[config.mk]
export PLATFORM = sky130hd
export DESIGN_NAME = mem_arbiter
export DESIGN_NICKNAME = d
export VERILOG_FILES = /design/src/rtl/mem_arbiter.sv
export SDC_FILE = /design/constraint.sdc
export NUM_CORES = 1
export LEC_CHECK = 0
export ABC_AREA = 1
export CAP_MARGIN = 20
export CORE_MARGIN = 1.5
export CORE_UTILIZATION = 30
export DETAILED_ROUTE_END_ITERATION = 12
export SYNTH_ARGS = -nofsm -noshare
export SYNTH_HDL_FRONTEND = slang
export SYNTH_SLANG_ARGS = --single-unit
[constraint.sdc]
create_clock -name clk -period 1.4 [get_ports clk]
set_clock_uncertainty 0.15 [all_clocks]
set_input_delay 0.14 -clock clk [delete_from_list [all_inputs] [get_ports clk]]
set_output_delay 0.14 -clock clk [all_outputs]
set_load 0.01 [all_outputs]
[src/rtl/mem_arbiter.sv]
// Round-robin arbiter sharing one fixed-latency single-ported memory between
// the instruction-fetch port and the load/store port; one transaction at a time.
module mem_arbiter #(
  parameter int DATA_WIDTH  = 32,
  parameter int ADDR_WIDTH  = 32,
  parameter int MEM_LATENCY = 2
) (
  input  logic                  clk,
  input  logic                  rst,
  input  logic                  if_req,
  input  logic [ADDR_WIDTH-1:0] if_addr,
  output logic [DATA_WIDTH-1:0] if_rdata,
  output logic                  if_valid,
  input  logic                  d_req,
  input  logic                  d_we,
  input  logic [ADDR_WIDTH-1:0] d_addr,
  input  logic [DATA_WIDTH-1:0] d_wdata,
  output logic [DATA_WIDTH-1:0] d_rdata,
  output logic                  d_valid,
  output logic                  stall,
  output logic                  mem_en,
  output logic                  mem_we,
  output logic [ADDR_WIDTH-1:0] mem_addr,
  output logic [DATA_WIDTH-1:0] mem_wdata,
  input  logic [DATA_WIDTH-1:0] mem_rdata
);

  localparam int CW = $clog2(MEM_LATENCY + 1);
  localparam logic [CW-1:0] LAT_LOAD = CW'(MEM_LATENCY);
  localparam logic [CW-1:0] CNT_ONE  = CW'(1);

  typedef enum logic [1:0] {
    S_IDLE = 2'd0,
    S_WAIT = 2'd1,
    S_DONE = 2'd2
  } state_t;

  typedef enum logic {
    OWN_FETCH = 1'b0,
    OWN_DATA  = 1'b1
  } owner_t;

  state_t                  state_q;
  owner_t                  owner_q;
  owner_t                  last_owner_q;
  logic [CW-1:0]           cnt_q;
  logic [ADDR_WIDTH-1:0]   addr_q;
  logic [DATA_WIDTH-1:0]   wdata_q;
  logic                    we_q;
  logic [DATA_WIDTH-1:0]   if_rdata_q;
  logic [DATA_WIDTH-1:0]   d_rdata_q;
  logic                    if_valid_q;
  logic                    d_valid_q;

  logic                    issue_s;
  logic                    grant_data_s;
  logic [ADDR_WIDTH-1:0]   issue_addr_s;
  logic [DATA_WIDTH-1:0]   issue_wdata_s;
  logic                    issue_we_s;

  // Grant decision and winner's request fields for the issue cycle
  always_comb begin
    issue_s       = 1'b0;
    grant_data_s  = 1'b0;
    issue_addr_s  = if_addr;
    issue_wdata_s = '0;
    issue_we_s    = 1'b0;
    // Nothing is issued while reset is held, so no transaction is half-started.
    issue_s      = (state_q == S_IDLE) & (if_req | d_req) & ~rst;
    grant_data_s = d_req & (~if_req | (last_owner_q == OWN_FETCH));
    if (grant_data_s) begin
      issue_addr_s  = d_addr;
      issue_wdata_s = d_wdata;
      issue_we_s    = d_we;
    end else begin
      issue_addr_s  = if_addr;
      issue_wdata_s = '0;
      issue_we_s    = 1'b0;
    end
  end

  assign mem_en    = issue_s;
  assign mem_we    = issue_s & issue_we_s;
  assign mem_addr  = issue_s ? issue_addr_s : addr_q;
  assign mem_wdata = issue_s ? issue_wdata_s : wdata_q;

  assign if_rdata  = if_rdata_q;
  assign d_rdata   = d_rdata_q;
  assign if_valid  = if_valid_q;
  assign d_valid   = d_valid_q;
  assign stall     = (if_req & ~if_valid_q) | (d_req & ~d_valid_q);

  // Transaction FSM with latched request, latency counter and registered responses
  always_ff @(posedge clk) begin
    if (rst) begin
      state_q      <= S_IDLE;
      owner_q      <= OWN_FETCH;
      last_owner_q <= OWN_FETCH;
      cnt_q        <= '0;
      addr_q       <= '0;
      wdata_q      <= '0;
      we_q         <= 1'b0;
      if_rdata_q   <= '0;
      d_rdata_q    <= '0;
      if_valid_q   <= 1'b0;
      d_valid_q    <= 1'b0;
    end else begin
      if_valid_q <= 1'b0;
      d_valid_q  <= 1'b0;
      case (state_q)
        S_IDLE: begin
          if (issue_s) begin
            owner_q      <= grant_data_s ? OWN_DATA : OWN_FETCH;
            last_owner_q <= grant_data_s ? OWN_DATA : OWN_FETCH;
            addr_q       <= issue_addr_s;
            wdata_q      <= issue_wdata_s;
            we_q         <= issue_we_s;
            cnt_q        <= LAT_LOAD;
            state_q      <= S_WAIT;
          end else begin
            state_q <= S_IDLE;
          end
        end
        S_WAIT: begin
          cnt_q <= cnt_q - CNT_ONE;
          if (cnt_q == CNT_ONE) begin
            // Read data is valid this cycle; stores leave the rdata registers alone.
            if (!we_q) begin
              if (owner_q == OWN_DATA) begin
                d_rdata_q <= mem_rdata;
              end else begin
                if_rdata_q <= mem_rdata;
              end
            end
            if (owner_q == OWN_DATA) begin
              d_valid_q <= 1'b1;
            end else begin
              if_valid_q <= 1'b1;
            end
            state_q <= S_DONE;
          end else begin
            state_q <= S_WAIT;
          end
        end
        S_DONE: begin
          state_q <= S_IDLE;
        end
        default: begin
          state_q <= S_IDLE;
        end
      endcase
    end
  end

endmodule

; Yosys cells after proc, flatten, opt, wreduce, memory -nomap -nowiden
; Index checks and enable logic that the tools add are counted.
[classes]
addsub = 1
eq_ne = 3
mux = 13
n_bitwise = 17
n_reduce_logical = 7
[op_table]
columns = cell, n
row1 = $mux W32, 4
row2 = $not A1 Y1, 8
row3 = $pmux W2 S2, 2
row4 = $reduce_and A4 Y1, 2
row5 = $and A1 B1 Y1, 6
row6 = $mux W1, 5
row7 = $eq A2 B1 Y1 const B, 2
row8 = $mux W2, 2
row9 = $reduce_and A2 Y1, 2
row10 = $or A1 B1 Y1, 3
row11 = $reduce_or A3 Y1, 1
row12 = $logic_not A2 Y1, 1
row13 = $ne A2 B2 Y1 const B, 1
row14 = $reduce_bool A2 Y1, 1
row15 = $sub A2 B1 Y2 const B, 1
[totals]
regBits = 136
in_bits = 133
output_inout_bits = 133
wordCells = 51

; Longest topological paths before layout
[depth]
word_depth = 5
mapped_depth = 9
ltp_nobuf = 6

; Least setup slack after synthesis
; No wires, ideal clock.
[synth_path]
path_type = register -> output
start = register state_q[1]
end = output mem_wdata[15]
arrival_time_ns = 1.138
t_required_ns = 1.110
slack_ns = -0.028
path_stages_with_launch = 8
path_buffers = 2
cell_sequence = dfxtp_1 -> nor2_1 -> nand2_1 -> nor2_2 -> buf_6 -> buf_6 -> nand2_1 -> nand2_1
[synth_between]
elab_chain_len = 4
[synth_rtl]
columns = element, line_no
row1 = "start, declared", 43  ; state_t state_q;
row2 = "start signal, assigned", 96  ; state_q <= S_IDLE;
row3 = "start signal, assigned", 119  ; state_q <= S_WAIT;
row4 = "start signal, assigned", 121  ; state_q <= S_IDLE;
row5 = $logic_not A2 Y1, 69  ; issue_s = (state_q == S_IDLE) & (if_req | d_req) & ~rst;
row6 = $and A1 B1 Y1 (2 in series), 69
row7 = net mem_en, 21  ; output logic mem_en,
row8 = $mux W32, n/a
row9 = "end, declared", 24  ; output logic [DATA_WIDTH-1:0] mem_wdata,
; The timed path passes the listed nets, and every way through them passes these cells.

; Final worst setup path
[layout_path]
start = register state_q[1]
end = output mem_addr[25]
[layout_between]
elab_chain_len = 4
[layout_rtl]
columns = element, line_no
row1 = $logic_not A2 Y1, 69
row2 = $and A1 B1 Y1 (2 in series), 69
row3 = $mux W32, n/a
row4 = "end, declared", 23  ; output logic [ADDR_WIDTH-1:0] mem_addr,
; Every way passes these cells.

==> qor.yml <==
layout:
  stdcell_area_sq_um: 10900
  area_delta_synth_final_pct: 89.7
  regArea_sq_um: 2730
  multi_input_area_sq_um: 3320
  final_common_cell: "nand2_1"
  diodes: 0
  post-route-util: 0.582
  final_layout_size_suffix_gt1_frac: 0.326
  most-common-layout-cells: "207 x nand2_1, 132 x dfxtp_1, 129 x clkdlybuf4s50_1"
  fillers: 1724
  nets: 1323
yosys:
  syn_area_sq_um: 5760
  yosysUniqueCellTypes: 23
  synth_top_area_frac: 0.473
  synthMuxAreaShare: 0
  syn-num-nets: 978
  yosys.area_share.xor_xnor: 0
  synth_area_leader_cell: "dfxtp_1"
  synth-simple-area-share: 0.329
  ys_ff_latch: 136
  syn_avg_cell_area_sq_um: 6.83
  yosysWarnings: 0
  synth_compound_area_frac: 0.117
  synth_top_cells_by_area: "dfxtp_1 47%, nand2_1 17%, nor2_1 8.8%"
  synth-adder-area-share: 0.00217
  syn_inst: 844
  ys_seq_area_frac: 0.473
  synth_top_family_by_area: "simple AND/OR/NAND/NOR gates"
drt:
  routed_wl_mm: 21.7
  first_iter_violations: 135
  drt-vias-per-instance: 4.65
  first_pass_iters: 6
  ant_nets: 0
  vias: 6681
  wl_per_cell_um: 15.1
  drc: 0
floorplan:
  rows: 50
  core_sq_um: 18800
  die_y_um: 142
  die_w_um: 142
  io_pins: 266
  initial_core_util: 0.307
  die-area_sq_um: 20000
sta:
  fin_ws_ns: -0.663
  worst_pin_slew_ns: 0.963
  hold_viol_final: 0
  min_period_over_period: 1.47
  slew-limit-headroom: 0.358
  setup_viol_count_final: 197
  rsz0062_at_grt: "true"
  slew_viol_final: 0
  max_freq_mhz: 485
  whs_ns: 0.214
  period_needed_ns: 2.06
place:
  gp_congestion: 0.784
  pre_cts_ws_ns: -0.931
  place_area_sq_um: 9070
  hpwl_mm: 13.1
  port_buffers: 265
clock_tree:
  clk_latency_ns: 0.41
  h-tree-depth: 4
  cts_tree: "built"
  numCtsBuffers: 17
  root_buffer: "clkbuf_16"
  clock_path_buffers: 2
  cts_sinks: 136
  path_clk_slew_ns: 0.06
power_and_ir_drop:
  p_sw_frac: 0.276
  powerDensity_nw_per_um2: 998
  clock_power_share: 0.408
  p_comb_frac: 0.216
  pwr-share-seq: 0.376
  leakage_nw: 5.25
  peakVddDrop_mv: 0.853
  power.internal_mw: 7.89
  switchingPower_mw: 3.00
  p_total_mw: 10.9
critical_path:
  arrival_ns: 1.77
  reg2regPathDepth: 9
  crit_path_start_kind: "flip-flop"
  worstPathRequired_ns: 1.11
  critPathMaxFanout: 6
  endpoint_kind: "output port"
  criticalPathCategory: "flip-flop to output port"
run_status:
  violations: "setup timing"
  status: "finished with violations"
hold_path:
  hold_class: "primary input to flip-flop"
  min_path_cells: 3
grt:
  grt_pass1_vias: 6488
  antenna_found_initial: 0
  gr-total-overflow: 0
  grt_max_degree: 69
  gr-usage-all-layers: 0.218
  grt_pass1_wl_mm: 34.2
flow_run:
  maxCapViolations: 0
==> critical path: stages (launching register included) <==
cell	delay [ns]
dfxtp_2	0.33
nor2_4	0.14
buf_6	0.12
nand3_4	0.15
buf_4	0.19
clkbuf_16	0.15
nand2_1	0.07
nand2_1	0.07
buf_2	0.14
==> layout make-up <==
cell class | instances | share of cell area
clock inverters | 13 | 0.0131
multi-input cells | 609 | 0.304
inverters | 41 | 0.0155
flip-flops and latches | 136 | 0.250
repair buffers | 384 | 0.351
well taps | 234 | 0.0268
clock buffers | 19 | 0.0396
==> per-stage QoR <==
stage,TNS [ns],cells
after floorplan,-0.0894,844
after global placement,-90.54,1356
after detailed placement,-95.96,1356
after CTS,-50.34,1433
after global routing,-68.41,1436
final,-52.44,1436
==> registers in the layout (all words and copies together), names as in the netlist <==
| name | count |
|---|---|
| addr_q | 32 |
| d_rdata | 32 |
| if_rdata | 32 |
| wdata_q | 32 |
| cnt_q | 2 |
| state_q | 2 |
| d_valid | 1 |
| if_valid | 1 |
| last_owner_q | 1 |
| we_q | 1 |
==> power groups by stage <==
stage / combinational (mW) / clock [mW] / sequential, mW
after global routing: 2.56 / 4.70 / 4.11
final: 2.36 / 4.45 / 4.09
after global placement: 1.95 / 0 / 4.14
after CTS: 2.29 / 4.52 / 4.09
after detailed placement: 1.95 / 0 / 4.15
after floorplan: 0.815 / 0 / 4.16
==> repair_timing <==
action,4_1_cts,5_1_grt
buffers inserted,30,3
gates cloned,16,1
pin swaps,37,32
setup endpoints to repair,245,219
gates resized for setup,580,68
hold buffers,1,0
endpoints found under the hold margin,1,0
==> logic make-up (layout without fill, tap and decap cells) <==
family / count (synthesis) / in the layout
flip-flops: 136 / 136
AND/OR/NAND/NOR: 474 / 474
adder cells (fa/ha/maj): 1 / 1
AO/OA/AOI/OAI: 134 / 134
buffers and inverters: 99 / 457
==> metal layers <==
metal | GRT usage | vias up | share of wire
met2 | 0.384 | 265 | 0.49
met3 | 0.0641 | 21 | 0.081
li1 | - | 3377 | -
met4 | 0.0646 | 0 | 0.016
met5 | 0 | - | 0
met1 | 0.254 | 3018 | 0.41
==> Yosys cell counts (all sizes together) <==
cell and instances:
o21a 1, clkbuf 26, nand2 262, nand3 39
or2 1, inv 41, dfxtp 136, nor3b 1
ha 1, o22ai 1, a21oi 66, o21ai 66
nor3 33, buf 32, nor2 138
==> worst paths after layout <==
path	start	end	slack, ns
min reg2reg	addr_q[21]$_SDFFE_PP0N_	addr_q[21]$_SDFFE_PP0N_	0.32
max	state_q[1]$_SDFF_PP0_	mem_addr[25]	-0.66
max reg2reg	state_q[1]$_SDFF_PP0_	cnt_q[1]$_SDFFE_PP0P_	-0.22
min	mem_rdata[28]	d_rdata[28]$_SDFFE_PP0P_	0.21
No activity file was read; power rests on OpenSTA's default activity.
